## src/rtl/img_pixel_capture_if.sv

```systemverilog
// img_pixel_capture_if: pixel word write bus from the capture stage to the RAM writer
interface img_pixel_capture_if;
  logic        w_valid;
  logic [15:0] w_data;
  logic        w_ready;
  modport master (output w_valid, output w_data, input w_ready);
  modport slave (input w_valid, input w_data, output w_ready);
endinterface

```

## src/rtl/img_pixel_capture.sv

```systemverilog
// img_pixel_capture: frame-aligned sensor pixel capture into 16-bit words with per-frame statistics
module img_pixel_capture #(
  parameter int          PixelCountWidth    = 24,
  parameter int          LineCountWidth     = 12,
  parameter logic [11:0] HighlightThreshold = 12'hFC0,
  parameter logic [11:0] ShadowThreshold    = 12'h03F
) (
  input  logic                       clk,
  input  logic                       rst_,
  input  logic                       img_fv,
  input  logic                       img_lv,
  input  logic [11:0]                img_d,
  input  logic                       trigger,
  input  logic [1:0]                 skip_frames,
  input  logic [PixelCountWidth-1:0] max_pixels,
  output logic                       busy,
  output logic                       done,
  img_pixel_capture_if.master        wr,
  output logic [PixelCountWidth-1:0] stat_pixel_count,
  output logic [LineCountWidth-1:0]  stat_line_count,
  output logic [PixelCountWidth-1:0] stat_highlight_count,
  output logic [PixelCountWidth-1:0] stat_shadow_count,
  output logic [31:0]                stat_checksum,
  output logic                       stat_overflow,
  output logic                       stat_truncated
);
  localparam int PW = PixelCountWidth;
  localparam int LW = LineCountWidth;
  typedef enum logic [2:0] {IDLE, WAIT_FV_LOW, WAIT_FV_HIGH, SKIP, CAPTURE, DONE} state_t;
  state_t        state_q, state_d;
  logic          fv_q, fv_d, lv_q, lv_d, fvp_q, fvp_d, lvp_q, lvp_d;
  logic [11:0]   pix_q, pix_d, wd_q, wd_d;
  logic [1:0]    skip_q, skip_d;
  logic [PW-1:0] max_q, max_d, cnt_q, cnt_d, hi_q, hi_d, sh_q, sh_d;
  logic [LW-1:0] lines_q, lines_d;
  logic [31:0]   ck_q, ck_d;
  logic          wv_q, wv_d, ovf_q, ovf_d, trunc_q, trunc_d;
  logic          fv_rise, fv_fall, cap, eligible;
  always_comb begin
    state_d  = state_q;
    fv_d     = img_fv;
    lv_d     = img_lv;
    pix_d    = img_d;
    fvp_d    = fv_q;
    lvp_d    = lv_q;
    skip_d   = skip_q;
    max_d    = max_q;
    wv_d     = 1'b0;
    wd_d     = wd_q;
    cnt_d    = cnt_q;
    lines_d  = lines_q;
    hi_d     = hi_q;
    sh_d     = sh_q;
    ck_d     = ck_q;
    ovf_d    = ovf_q | (wv_q & ~wr.w_ready);
    trunc_d  = trunc_q;
    fv_rise  = fv_q & ~fvp_q;
    fv_fall  = ~fv_q & fvp_q;
    // the frame-start cycle itself is captured, so capture is live one cycle before CAPTURE
    cap      = (state_q == CAPTURE) | ((state_q == WAIT_FV_HIGH) & fv_rise & (skip_q == 2'd0));
    eligible = cap & fv_q & lv_q;
    case (state_q)
      IDLE: if (trigger) begin
        state_d = WAIT_FV_LOW;
        skip_d  = skip_frames;
        max_d   = max_pixels;
        cnt_d   = '0;
        lines_d = '0;
        hi_d    = '0;
        sh_d    = '0;
        ck_d    = '0;
        ovf_d   = 1'b0;
        trunc_d = 1'b0;
      end
      WAIT_FV_LOW:  state_d = fv_q ? WAIT_FV_LOW : WAIT_FV_HIGH;
      WAIT_FV_HIGH: if (fv_rise) begin
        state_d = (skip_q == 2'd0) ? CAPTURE : SKIP;
        skip_d  = (skip_q == 2'd0) ? skip_q : skip_q - 2'd1;
      end
      SKIP:    state_d = fv_fall ? WAIT_FV_HIGH : SKIP;
      CAPTURE: state_d = fv_fall ? DONE : CAPTURE;
      DONE:    state_d = IDLE;
      default: state_d = IDLE;
    endcase
    if (eligible & ~lvp_q)
      lines_d = (lines_q == '1) ? lines_q : lines_q + LW'(1);
    if (eligible & ((max_q == '0) | (cnt_q < max_q))) begin
      wv_d  = 1'b1;
      wd_d  = pix_q;
      cnt_d = (cnt_q == '1) ? cnt_q : cnt_q + PW'(1);
      ck_d  = ck_q + 32'(pix_q);
      hi_d  = ((pix_q >= HighlightThreshold) & (hi_q != '1)) ? hi_q + PW'(1) : hi_q;
      sh_d  = ((pix_q <= ShadowThreshold) & (sh_q != '1)) ? sh_q + PW'(1) : sh_q;
    end else if (eligible) begin
      trunc_d = 1'b1;
    end
  end
  always_ff @(posedge clk or negedge rst_) begin
    if (!rst_) begin
      state_q <= IDLE;
      fv_q    <= 1'b0;
      lv_q    <= 1'b0;
      pix_q   <= '0;
      fvp_q   <= 1'b1;
      lvp_q   <= 1'b0;
      skip_q  <= '0;
      max_q   <= '0;
      wv_q    <= 1'b0;
      wd_q    <= '0;
      cnt_q   <= '0;
      lines_q <= '0;
      hi_q    <= '0;
      sh_q    <= '0;
      ck_q    <= '0;
      ovf_q   <= 1'b0;
      trunc_q <= 1'b0;
    end else begin
      state_q <= state_d;
      fv_q    <= fv_d;
      lv_q    <= lv_d;
      pix_q   <= pix_d;
      fvp_q   <= fvp_d;
      lvp_q   <= lvp_d;
      skip_q  <= skip_d;
      max_q   <= max_d;
      wv_q    <= wv_d;
      wd_q    <= wd_d;
      cnt_q   <= cnt_d;
      lines_q <= lines_d;
      hi_q    <= hi_d;
      sh_q    <= sh_d;
      ck_q    <= ck_d;
      ovf_q   <= ovf_d;
      trunc_q <= trunc_d;
    end
  end
  assign busy                 = (state_q != IDLE) & (state_q != DONE);
  assign done                 = state_q == DONE;
  assign wr.w_valid           = wv_q;
  assign wr.w_data            = {4'b0, wd_q};
  assign stat_pixel_count     = cnt_q;
  assign stat_line_count      = lines_q;
  assign stat_highlight_count = hi_q;
  assign stat_shadow_count    = sh_q;
  assign stat_checksum        = ck_q;
  assign stat_overflow        = ovf_q;
  assign stat_truncated       = trunc_q;
endmodule

```

## src/flat_wrapper.sv

```systemverilog
// flat-port wrapper written by rule: the top's interface ports become plain ports
module img_pixel_capture_flat 
#(
  parameter int          PixelCountWidth    = 24,
  parameter int          LineCountWidth     = 12,
  parameter logic [11:0] HighlightThreshold = 12'hFC0,
  parameter logic [11:0] ShadowThreshold    = 12'h03F
)
  (clk, rst_, img_fv, img_lv, img_d, trigger, skip_frames, max_pixels, busy, done, stat_pixel_count, stat_line_count, stat_highlight_count, stat_shadow_count, stat_checksum, stat_overflow, stat_truncated, wr_w_valid, wr_w_data, wr_w_ready);
  img_pixel_capture_if wr_i ();
  input  logic clk;
  input  logic rst_;
  input  logic img_fv;
  input  logic img_lv;
  input  logic [11:0] img_d;
  input  logic trigger;
  input  logic [1:0] skip_frames;
  input  logic [PixelCountWidth-1:0] max_pixels;
  output logic busy;
  output logic done;
  output logic [PixelCountWidth-1:0] stat_pixel_count;
  output logic [LineCountWidth-1:0] stat_line_count;
  output logic [PixelCountWidth-1:0] stat_highlight_count;
  output logic [PixelCountWidth-1:0] stat_shadow_count;
  output logic [31:0] stat_checksum;
  output logic stat_overflow;
  output logic stat_truncated;
  output wire logic [$bits(wr_i.w_valid)-1:0] wr_w_valid;
  output wire logic [$bits(wr_i.w_data)-1:0] wr_w_data;
  input wire logic [$bits(wr_i.w_ready)-1:0] wr_w_ready;
  assign wr_w_valid = wr_i.w_valid;
  assign wr_w_data = wr_i.w_data;
  assign wr_i.w_ready = wr_w_ready;
  img_pixel_capture #(.PixelCountWidth(PixelCountWidth), .LineCountWidth(LineCountWidth), .HighlightThreshold(HighlightThreshold), .ShadowThreshold(ShadowThreshold)) u_core (.clk(clk), .rst_(rst_), .img_fv(img_fv), .img_lv(img_lv), .img_d(img_d), .trigger(trigger), .skip_frames(skip_frames), .max_pixels(max_pixels), .busy(busy), .done(done), .wr(wr_i), .stat_pixel_count(stat_pixel_count), .stat_line_count(stat_line_count), .stat_highlight_count(stat_highlight_count), .stat_shadow_count(stat_shadow_count), .stat_checksum(stat_checksum), .stat_overflow(stat_overflow), .stat_truncated(stat_truncated));
endmodule
```

## config.mk

```make
export PLATFORM = sky130hd
export DESIGN_NAME = img_pixel_capture_flat
export DESIGN_NICKNAME = d
export VERILOG_FILES = /design/src/rtl/img_pixel_capture_if.sv /design/src/rtl/img_pixel_capture.sv /design/src/flat_wrapper.sv
export SDC_FILE = /design/constraint.sdc
export NUM_CORES = 1
export LEC_CHECK = 0
export BUFFER_PORTS_ARGS = -buffer_cell sky130_fd_sc_hd__buf_4
export CAP_MARGIN = 10
export CORE_AREA = 3 3 130 132
export DETAILED_ROUTE_END_ITERATION = 10
export DIE_AREA = 0 0 133 135
export PLACE_DENSITY = 0.87
export SYNTH_ARGS = -nofsm -noshare
export SYNTH_HDL_FRONTEND = slang
export SYNTH_SLANG_ARGS = --single-unit
```

## constraint.sdc

```tcl
create_clock -name clk -period 5.3 [get_ports clk]
set_clock_uncertainty 0.1 [all_clocks]
set_input_delay 1.06 -clock clk [delete_from_list [all_inputs] [get_ports clk]]
set_output_delay 1.06 -clock clk [all_outputs]
set_load 0.02 [all_outputs]
```

Word-level counts from Yosys, hierarchy flattened
Index checks and enable logic that the tools add are counted.
{ "word_totals": {"regBits": 176, "latchBits": 0, "ram_bits": 0, "rom_bits": 0, "input_bits": 44, "output_inout_bits": 137, "mem_count": 0} }
{ "op_classes": {"add_sub_neg": 6, "multipliers": 0, "div": 0, "order_cmp": 3, "eq_ne": 17, "shift": 0, "n_mux": 33, "n_bitwise": 19, "reduce_logical": 17} }
{ "ops": {"columns": ["cell", "count"], "rows": [
  ["2-to-1 mux 24 bit", 8],
  ["2-to-1 mux 32 bit", 3],
  ["adder 24 x 1 -> 24 bit, second input constant", 3],
  ["2-to-1 mux 12 bit", 4],
  ["inequality test 24 bit, second input constant", 2],
  ["adder 32 x 12 -> 32 bit", 1],
  ["equality test 24 bit, second input constant", 1],
  ["logical NOT 24 bit", 1],
  ["less-than comparator 24 bit", 1],
  ["one-hot mux 3 bit (5 select lines)", 1],
  ["adder 12 x 1 -> 12 bit, second input constant", 1],
  ["AND 1 bit", 12],
  ["equality test 12 bit, second input constant", 1],
  [">= comparator 12 bit, second input constant", 1],
  ["<= comparator 12 x 6 -> 1 bit, second input constant", 1],
  ["inequality test 2 bit, second input constant", 6],
  ["AND reduction 3 bit", 4],
  ["nonzero test 2 bit", 5],
  ["2-to-1 mux 1 bit", 9],
  ["2-to-1 mux 3 bit", 3],
  ["2-to-1 mux 2 bit", 4],
  ["equality test 3 x 2 -> 1 bit, second input constant", 2],
  ["equality test 3 bit, second input constant", 2],
  ["AND reduction 2 bit", 3],
  ["other kinds (11)", 16]
]} }

Depth between registers and ports, before layout
{ "depth": {"word_depth": 10, "ltp_mapped": 12, "depth_no_buf": 10} }

Least setup slack after synthesis
Ideal clock, no wire load.
{ "synth_path": {"kind": "register -> register", "startpoint": "register u_core.cnt_q[23] (netlist: u_core.stat_pixel_count[23])", "endpoint": "register u_core.cnt_q[7] (netlist: u_core.stat_pixel_count[7])", "t_arrival_ns": 2.397, "slack_ns": 2.682, "stages_incl_launch_ff": 11, "path_buffers": 2, "period_less_slack_ns": 2.618, "path_cell_list": "dfrtp_1 > ha_1 > nand4_1 > nor3_2 > o21ai_0 > and3_1 > a21oi_2 > buf_2 > buf_2 > o21ai_0 > o22a_1"} }
{ "synth_via": {"elab_chain_cells": 5, "elab_cells_between_ends": 9} }
{ "synth_lines": {"columns": ["element", "line", "rtl"], "rows": [
  ["start, declared", "img_pixel_capture.sv:34", "logic [PW-1:0] max_q, max_d, cnt_q, cnt_d, hi_q, hi_d, sh_q, sh_d;"],
  ["start signal, assigned", "img_pixel_capture.sv:128", "cnt_q <= cnt_d;"],
  ["less-than comparator 24 bit", "img_pixel_capture.sv:87", "if (eligible & ((max_q == '0) | (cnt_q < max_q))) begin"],
  ["OR 1 bit", "img_pixel_capture.sv:87", null],
  ["AND 1 bit", "img_pixel_capture.sv:87", null],
  ["inequality test 2 bit (no line) / nonzero test 2 bit (equally long branches)", null, null],
  ["AND reduction 3 bit (no line)", null, null]
]} }
Parallel ways exist; a longest one is shown, timed or not.
A chain may end at the register's enable or synchronous reset.

Final worst setup path
{ "layout_path": {"startpoint": "register u_core.cnt_q[23] (netlist: u_core.stat_pixel_count[23])", "endpoint": "register u_core.cnt_q[2] (netlist: u_core.stat_pixel_count[2])"} }
Same word-level chain as after synthesis.

==> tab_implementation.tex <==
\begin{tabular}{lr}
\hline
Metric & Value \\
\hline
\multicolumn{2}{l}{\textbf{Worst setup path}} \\
Sequence of cells on the critical path & ha\_1 -> nand4\_1 -> nor3\_2 -> o21ai\_0 -> and3\_1 -> a21oi\_4 -> buf\_4 -> nor2\_1 -> a221o\_1 \\
Largest driver fanout on the critical path & roughly 110 \\
Master of the slowest instance on the critical path & buf\_4 \\
Capturing element type of the critical path & flop \\
CP required & between 5 and 6 ns \\
Setup CP Type & reg2reg \\
Dominant delay contributor by cell family on the critical path & simple AND/OR/NAND/NOR gates \\
Startpoint Class & flop \\
Total buffers and inverters traversed by the critical path & 1 \\
Worst path max stage delay & between 0.7 and 0.8 ns \\
Arrival @ worst endpoint & about 3.7 ns \\
\multicolumn{2}{l}{\textbf{Floorplan}} \\
Placeable core region & roughly 16000 sq um \\
Die height & approximately 140 um \\
Boundary pin count & around 180 \\
Die area & $\sim$18000 sq um \\
Initial cell density of the core & 60.6\% \\
Number of placement rows & 46 \\
Horizontal die dimension & 133 um \\
\multicolumn{2}{l}{\textbf{Global route}} \\
Number of global-route vias before repair & 8161 \\
Initial antenna violation count & 0 \\
Largest net degree at the start of global routing & $\sim$110 \\
Overflow left after global routing & 0 \\
All-Layer GR Usage & around 27\% \\
Global-route wire length before repair & about 40 mm \\
\multicolumn{2}{l}{\textbf{Route}} \\
WL per Instance & roughly 17 um \\
Antenna viol nets, final & 0 \\
Vias per Instance & roughly 6.1 \\
DRC marker count from the first detailed-route iteration & just under 700 \\
Length of the first detailed-routing pass in iterations & 5 \\
\# DRC & 0 \\
Vias post-DR & 8652 \\
Final routed wirelength across all metal layers & $\sim$25 mm \\
\multicolumn{2}{l}{\textbf{Place}} \\
Number of placed cells counting well taps & 1394 \\
Port-buffer cells & 176 \\
Cell Area, Placed & 11100 sq um \\
Gpl congestion & 0.860 \\
Final HPWL DP & roughly 17 mm \\
\multicolumn{2}{l}{\textbf{Layout}} \\
Post-layout instance count excluding filler cells & between 1000 and 1500 \\
Proportion of layout cells with a drive suffix above 1 & 19.9\% \\
Cell area after layout & 11700 sq um \\
Fin nets & around 1300 \\
Antenna cell count & 0 \\
Layout overhead on the synthesized area & 21.9\% \\
\multicolumn{2}{l}{\textbf{Pwr}} \\
Reg power frac & 39.3\% \\
Total Power & about 0.005 W \\
Power density over the cells & $\sim$420 nW/um\^{}2 \\
Clock share of power & between 20\% and 30\% \\
Peak ir drop on the vdd network & 0.295 mV \\
Reported net switching power & 0.00184 W \\
Relative contribution of combinational cells to total power & between 30 and 40\% \\
Internal power & between 0.003 and 0.004 W \\
Sw frac & 37.5\% \\
Leakage Power & $\sim$5.7 nW \\
\multicolumn{2}{l}{\textbf{Timing}} \\
Fmax achieved & 290 MHz \\
Setup TNS & 0 ns \\
Total of endpoints with negative setup slack in the final report & 0 \\
Count of final hold-check violations & 0 \\
Clock period minus worst slack & 3.45 ns \\
Unrepaired setup endpoints after global routing & no \\
Slew Viols, Final & 0 \\
Relative max-transition margin & $\sim$30\% \\
Final Hold Slack & roughly 0.32 ns \\
Tightest Pin Transition & 1.04 ns \\
Final worst path period share & around 65\% \\
\multicolumn{2}{l}{\textbf{Yosys}} \\
EDFF count, synth & 0 \\
Netlist area before placement & 9590 sq um \\
Avg Inst Size Synth & 9.21 sq um \\
Proportion of register bits with asynchronous set or reset after synthesis & 100\% \\
Most common cell in the synthesized netlist & dfrtp\_1 \\
Most frequently used flop master after synthesis & dfrtp\_1 \\
Library cell occupying the most area in the post-synthesis netlist & dfrtp\_1 \\
Number of warning messages in the yosys log & 0 \\
Yosys cell types & between 70 and 80 \\
Synthesized flop and latch total & $\sim$180 \\
Post-synth top area share & roughly 46\% \\
Post-synthesis sequential area ratio & a little under half \\
Top cells by instance count after synthesis & dfrtp\_1, nand2\_1, nand3\_1 \\
Biggest area contributors in the synthesized netlist & dfrtp\_1, nand2\_1, ha\_1 \\
Mapped Cells & around 1000 \\
\multicolumn{2}{l}{\textbf{CTS}} \\
Inserted Clock Buffers & 17 \\
Num Clock Sinks & between 150 and 200 \\
Clock slew at reported path FFs & about 0.070 ns \\
Buffer levels on the longest clock path & 2 \\
Worst-Skew Late Latency & roughly 0.44 ns \\
Number of H-tree levels & 4 \\
TritonCTS clock tree & yes \\
CTS root buf & clkbuf\_16 \\
\# Post-CTS Setup Buffers & 0 \\
Post-CTS resize count & 0 \\
Count of hold buffers inserted by post-cts repair & 0 \\
\multicolumn{2}{l}{\textbf{Job}} \\
Maximum capacitance violations & 0 \\
\multicolumn{2}{l}{\textbf{Status}} \\
Status & finished clean \\
\multicolumn{2}{l}{\textbf{Min path}} \\
HP Class & reg2reg \\
\hline
\end{tabular}
cell type report:
type,count,area (sq um)
Clock inverter,15,208
Timing Repair Buffer,185,1390
Clock buffer,17,425
Multi-Input combinational cell,775,4830
Sequential cell,176,4410
Fill cell,1159,4140
Inverter,42,158
Tap cell,216,270
metal layers:
| metal | global-route usage, % | share of wire, % |
|---|---|---|
| met4 | 8.49 | 1.7 |
| met3 | 6.93 | 7.7 |
| met5 | 0 | 0 |
| met2 | 45.4 | 49 |
| met1 | 35.8 | 42 |
path summary, 6_finish.rpt:
check                                                                    to  slack, ns                               startpoint  cells after the start
worst max-delay path                 u_core.stat_pixel_count[2]$_DFFE_PN0P_       1.85  u_core.stat_pixel_count[23]$_DFFE_PN0P_                      9
worst min-delay path                                 u_core.lvp_q$_DFF_PN0_       0.32                    u_core.lv_q$_DFF_PN0_                      0
worst max register to register       u_core.stat_pixel_count[2]$_DFFE_PN0P_       1.85  u_core.stat_pixel_count[23]$_DFFE_PN0P_                      9
worst min register to register                       u_core.lvp_q$_DFF_PN0_       0.32                    u_core.lv_q$_DFF_PN0_                      0
max in group asynchronous       u_core.stat_highlight_count[10]$_DFFE_PN0P_       3.37                                     rst_                      2
min in group asynchronous                      u_core.max_q[17]$_DFFE_PN0P_       0.64                                     rst_                      1
cells by family (layout without fill, tap and decap cells):
| family | Yosys count | in the layout | synth area share, % |
|---|---|---|---|
| simple gates | 447 | 447 | 23.4 |
| compound gates | 224 | 224 | 15.2 |
| flops | 176 | 176 | 45.9 |
| buf+inv | 94 | 259 | 4.08 |
| fa+ha+maj | 41 | 41 | 5.43 |
| mux | 36 | 36 | 3.78 |
| xor+xnor | 23 | 23 | 2.10 |
| other cells | 1 | 4 | 0.0391 |
state kept, by name, indices dropped and copies added, names as in the netlist, 2 cells and up:
| register | cells |
|---|---|
| u_core.skip_q | 2 |
| u_core.stat_highlight_count | 24 |
| u_core.state_q | 3 |
| u_core.stat_shadow_count | 24 |
| u_core.stat_pixel_count | 24 |
| u_core.pix_q | 12 |
| u_core.wd_q | 12 |
| u_core.max_q | 24 |
| u_core.stat_line_count | 12 |
| u_core.stat_checksum | 32 |
per-stage QoR:
stage	setup WS [ns]	utilization (%)
2_1_floorplan	2.68	-
3_3_place_gp	1.96	69.9
3_5_place_dp	1.84	69.9
4_1_cts	1.83	73.9
5_1_grt	1.57	73.9
6_report	1.85	73.9
layout by cell type, fill, tap and decap left out, drive strengths merged, types with 11 or more instances in the layout:
master    n
and4     11
mux2i    34
a21oi    55
dfrtp   175
nor2     44
nor3     18
nand4    29
inv      45
nand2b   11
o31ai    27
and3     28
nor4     12
o21ai    67
or4      23
nand2   172
clkbuf   17
buf     185
xor2     13
ha       40
nand3    69
power by group through the flow:
stage               sequential (W)  combinational, W  clock (W)
finish                     0.00193           0.00163    0.00135
global route               0.00197           0.00180    0.00142
CTS                        0.00193           0.00164    0.00137
detailed placement         0.00193           0.00162          0
global placement           0.00192           0.00156          0
floorplan                  0.00209          0.000820          0
No activity file was read; power rests on OpenSTA's default activity.
